===== src/rtl/uart_pkg.sv =====
// Shared UART constants and types: baud generator defaults and divisor type.
package uart_pkg;

    localparam int unsigned BAUD_CNT_W       = 16;
    localparam int unsigned BAUD_OSR         = 16;
    localparam int unsigned BAUD_DEFAULT_DIV = 40;

    typedef logic [BAUD_CNT_W-1:0] baud_div_t;

endpackage


===== src/rtl/baud_div_cnt.sv =====
// Generic modulo-N counter: counts 0..i_last on i_inc and flags the wrap cycle.
module baud_div_cnt #(
    parameter int unsigned W = 16
) (
    input  logic         i_clk,
    input  logic         i_rst_n,
    input  logic         i_clr,
    input  logic         i_inc,
    input  logic [W-1:0] i_last,
    output logic         o_wrap
);

    logic [W-1:0] r_cnt;

    // Clear wins over a coincident wrap, so no wrap is reported in a clear cycle.
    assign o_wrap = i_inc & ~i_clr & (r_cnt == i_last);

    always_ff @(posedge i_clk or negedge i_rst_n) begin
        if (!i_rst_n) begin
            r_cnt <= '0;
        end else if (i_clr || o_wrap) begin
            r_cnt <= '0;
        end else if (i_inc) begin
            r_cnt <= r_cnt + 1'b1;
        end
    end

endmodule


===== src/rtl/baud_gen_prog.sv =====
// Programmable UART baud generator: RX oversample tick and TX bit tick from one clock.
// Optional phase restart on rx_resync when BAUD_RESYNC_EN is defined.
module baud_gen_prog
    import uart_pkg::*;
#(
    parameter int unsigned CNT_W       = BAUD_CNT_W,
    parameter int unsigned OSR         = BAUD_OSR,
    parameter int unsigned DEFAULT_DIV = BAUD_DEFAULT_DIV
) (
    input  logic             clk,
    input  logic             reset,
    input  logic             en,
    input  logic             div_wr,
    input  logic [CNT_W-1:0] div_in,
`ifdef BAUD_RESYNC_EN
    input  logic             rx_resync,
`endif
    output logic [CNT_W-1:0] div_cur,
    output logic             baud_tick_R,
    output logic             baud_tick_T
);

    localparam int unsigned      PH_W    = $clog2(OSR);
    localparam logic [PH_W-1:0]  PH_LAST = PH_W'(OSR - 1);
    localparam logic [CNT_W-1:0] DIV_RST = CNT_W'(DEFAULT_DIV);

    logic [CNT_W-1:0] r_shadow;
    logic [CNT_W-1:0] r_div_cur;
    logic             r_tick_R;
    logic             r_tick_T;

    logic             w_resync;
    logic             w_clr;
    logic [CNT_W-1:0] w_eff_last;
    logic             w_os_wrap;
    logic             w_ph_wrap;

`ifdef BAUD_RESYNC_EN
    assign w_resync = en & rx_resync;
`else
    assign w_resync = 1'b0;
`endif

    assign w_clr = ~en | w_resync;

    // A divisor of 0 behaves like 1: tick every clock.
    always_comb begin
        w_eff_last = '0;
        if (r_div_cur != '0) begin
            w_eff_last = r_div_cur - 1'b1;
        end
    end

    baud_div_cnt #(
        .W (CNT_W)
    ) u_os_cnt (
        .i_clk   (clk),
        .i_rst_n (reset),
        .i_clr   (w_clr),
        .i_inc   (en),
        .i_last  (w_eff_last),
        .o_wrap  (w_os_wrap)
    );

    baud_div_cnt #(
        .W (PH_W)
    ) u_ph_cnt (
        .i_clk   (clk),
        .i_rst_n (reset),
        .i_clr   (w_clr),
        .i_inc   (w_os_wrap),
        .i_last  (PH_LAST),
        .o_wrap  (w_ph_wrap)
    );

    // The divisor only changes when the oversample counter is at zero, so it never overruns.
    always_ff @(posedge clk or negedge reset) begin
        if (!reset) begin
            r_shadow  <= DIV_RST;
            r_div_cur <= DIV_RST;
            r_tick_R  <= 1'b0;
            r_tick_T  <= 1'b0;
        end else begin
            if (div_wr) begin
                r_shadow <= div_in;
            end
            if (!en || w_resync || w_os_wrap) begin
                r_div_cur <= r_shadow;
            end
            r_tick_R <= w_os_wrap;
            r_tick_T <= w_ph_wrap;
        end
    end

    assign div_cur     = r_div_cur;
    assign baud_tick_R = r_tick_R;
    assign baud_tick_T = r_tick_T;

endmodule

===== config.mk =====
export PLATFORM = sky130hd
export DESIGN_NAME = baud_gen_prog
export DESIGN_NICKNAME = d
export VERILOG_FILES = /design/src/rtl/uart_pkg.sv /design/src/rtl/baud_div_cnt.sv /design/src/rtl/baud_gen_prog.sv
export SDC_FILE = /design/constraint.sdc
export NUM_CORES = 1
export LEC_CHECK = 0
export CORE_AREA = 2 2 81 83
export CTS_CLUSTER_SIZE = 24
export DETAILED_ROUTE_END_ITERATION = 6
export DIE_AREA = 0 0 83 85
export PLACE_DENSITY = 0.84
export SETUP_SLACK_MARGIN = 0.15
export SLEW_MARGIN = 5
export SYNTH_ARGS = -nofsm -noshare
export SYNTH_HDL_FRONTEND = slang
export SYNTH_HIERARCHICAL = 1
export SYNTH_SLANG_ARGS = --single-unit
export TNS_END_PERCENT = 1

===== constraint.sdc =====
create_clock -name clk -period 4 [get_ports clk]
set_clock_uncertainty 0.15 [all_clocks]
set_input_delay 1 -clock clk [delete_from_list [all_inputs] [get_ports clk]]
set_output_delay 1 -clock clk [all_outputs]
set_load 0.02 [all_outputs]

==> run metrics, run 1 <==
TNS Setup 0 ns; CP Max Fanout 19; Iteration-0 DRC Markers between 150 and 200; number of max-cap violations 0; htree depth 2; Initial Util 48.4%; VDD IR max about 250 uV; Least-Margin Pin Slew 0.774 ns; most common cell after layout, fill and taps aside dfrtp_1; critical path's slowest cell dfrtp_2; CTS Sinks 54; TritonCTS clock tree done; GP Congestion 0.841; sequential area share after synthesis 45.1%; routed length per placed instance 15.9 um; GRT Total Usage 17.9%; Layout Nets 337; fmax 0.273 GHz; Ports 38; FF+latch count, synth 54; Root Buffer clkbuf_8; WHS 0.346 ns; worst-path cell chain inv_1, ha_1, nor3b_4, nand4_2, nor3_4, buf_12, nor2_1, xnor2_1, nand4_1, nor4_4, and2_2, nand2b_1, buf_4, mux2_2; most frequent cells in the layout dfrtp_1 (48), clkdlybuf4s50_1 (36), xnor2_1 (31); Final min period 3.66 ns; antenna fix cells 0; final setup violation count 0; post-route clock period utilization 91.5%; kind of critical path flip-flop to flip-flop; post-detail-place hpwl 4390 um; PwrDens 347 nW/um^2; Fin. Hold Viols 0; RSZ-0062 raised after global routing no; global route overflow 0; max-slew violations 0; die width 83 um; Pint 868 uW; total wire length slightly above 6000 um; Slew Limit Headroom between 40 and 50%; Synth-to-Final Area Change 19.8%; core box area between 6000 and 7000 sq um; CP endpoint kind flip-flop; Reg power frac a little over half; synth unique cells 44; Netlist Area Pre-Place 3000 sq um; Min-Delay Path Class flip-flop to flip-flop; Vias/cell 5.53; Die H 85 um; layout cell share with drive strength beyond 1 between 20 and 25%; Core Rows 29; Post-Route Utilization 58.0%; Clk pin slew, worst setup/hold paths roughly 0.10 ns; number of global-route vias before repair 2,077; Leak Pwr ~0.0014 uW; NetSw 382 uW; syn_area_per_cell between 10 and 15 sq um; Die ar. around 7000 sq um; synthesized instance count about 270; Synth warnings 6; first-pass GRT wire length 10,300 um; worst skew pair latency 0.31 ns; post_cts resized 0; remaining antenna violation count 0; critical path arrival 3.71 ns; total CTS buffers 5; initial antenna violation count 0; critical path startpoint category flip-flop; Worst EP required 4.05 ns; clock share of power 24.1%; Sw Ratio 30.5%; count of input and output buffers 37; routed vias 2,166; largest net degree at the start of global routing 36; status complete, no violations; DRC Markers 0; clock buffer depth 2; Gate power share a little under a quarter; first drt pass iteration count 4; Worst path max stage delay 0.45 ns
[state kept, by name (all words and copies together), names as in the netlist]
signal,flops
div_cur,16
r_shadow,16
u_os_cnt/r_cnt,16
u_ph_cnt/r_cnt,4
baud_tick_R,1
baud_tick_T,1
[logic make-up (layout without fill, tap and decap cells)]
logic type      count (synthesis)  in the layout  share of synthesized area (%)
simple gates                   78             78                           16.8
other cells                     1              7                          0.125
xor+xnor                       45             45                           13.1
fa+ha+maj                       3              3                           1.25
buf+inv                        23             65                           3.62
mux                            32             32                           11.9
compound gates                 31             31                           8.00
flops                          54             54                           45.1
[area by class of cell]
cell class / count / area, sq um
repair buffers: 48 / 460
inverters: 9 / 33.8
fillers: 506 / 2610
clock buffers: 6 / 72.6
clock inverters: 2 / 13.8
multi-input cells: 196 / 1560
flip-flops and latches: 54 / 1360
well taps: 77 / 96.3
[synth_stat cells (all sizes together)]
cell	n	area, sq um
a211oi	16	120
inv	9	33.8
mux2i	2	20.0
and3	2	12.5
or4	1	11.3
nand4	13	109
nand4b	2	17.5
a311oi	4	35.0
xnor2	31	272
clkbuf	6	25.0
xor2	14	123
nor2b	2	12.5
nor4	8	92.6
conb	1	3.75
and2	1	6.26
a2111oi	1	27.5
ha	3	37.5
nand2b	2	12.5
mux2	30	338
nor3b	1	18.8
a222oi	1	10.0
dfrtp	50	1250
o31ai	1	7.51
nand2	14	52.6
a21oi	3	15.0
nor3	8	56.3
nor2	18	70.1
nand3	4	20.0
nand3b	1	7.51
dfstp	4	105
or3	1	6.26
o21ai	5	25.0
buf	8	50.1
[layer usage]
| layer | vias up | global-route usage [%] | part of all wire [%] |
|---|---|---|---|
| met2 | 45 | 29.0 | 49 |
| met1 | 1072 | 24.4 | 46 |
| li1 | 1042 | - | - |
| met4 | 0 | 6.26 | 1.6 |
| met5 | - | 0 | 0 |
| met3 | 7 | 3.02 | 3.1 |
[repair_timing]
item	in CTS	in global routing
setup buffers	0	5
endpoints found under the setup margin	0	19
hold buffers	0	0
[critical path: cells and delay by family (launching register included)]
| kind | cells | cell delay (ns) |
|---|---|---|
| simple gates | 8 | 1.75 |
| buf+inv | 3 | 0.49 |
| flops | 1 | 0.45 |
| mux | 1 | 0.36 |
| fa+ha+maj | 1 | 0.19 |
| xor+xnor | 1 | 0.15 |
[stage by stage]
stage	cell area, sq um	total power, uW	instances	setup WS, ns
finish	3600	1250	392	0.340
global route	3600	1310	392	0.121
CTS	3550	1250	387	0.243
detailed placement	3460	951	379	0.274
global placement	3460	940	379	0.415
floorplan	3030	829	273	0.158
[power by group through the flow]
stage                     clock (uW)  sequential (uW)  combinational (uW)
after CTS                        310              652                 291
after floorplan                    0              676                 153
after detailed placement           0              662                 289
after global placement             0              659                 281
after global routing             333              660                 321
final                            301              652                 296
[path summary, 6_finish.rpt]
check / to / from / cells past startpoint / slack, ns
worst min register to register: div_cur[12]$_DFFE_PN0P_ / r_shadow[12]$_DFFE_PN0P_ / 2 / 0.35
worst max register to register: div_cur[7]$_DFFE_PN0P_ / div_cur[0]$_DFFE_PN0P_ / 14 / 0.34
worst min-delay path: div_cur[12]$_DFFE_PN0P_ / r_shadow[12]$_DFFE_PN0P_ / 2 / 0.35
worst max-delay path: div_cur[7]$_DFFE_PN0P_ / div_cur[0]$_DFFE_PN0P_ / 14 / 0.34
min in group asynchronous: r_shadow[4]$_DFFE_PN0P_ / reset / 1 / 0.60
max in group asynchronous: div_cur[5]$_DFFE_PN1P_ / reset / 2 / 2.27
Power figures use the tool's default switching activity.
==> run 2, diff against run 1 <==
--- a/config.mk
+++ b/config.mk
@@ -6,6 +6,7 @@
 export NUM_CORES = 1
 export LEC_CHECK = 0
 export CORE_AREA = 2 2 81 83
+export CTS_CLUSTER_DIAMETER = 200
 export CTS_CLUSTER_SIZE = 24
 export DETAILED_ROUTE_END_ITERATION = 6
 export DIE_AREA = 0 0 83 85
==> results of run 2 <==
The final DEF is identical to that of run 1; final timing and power are the same.
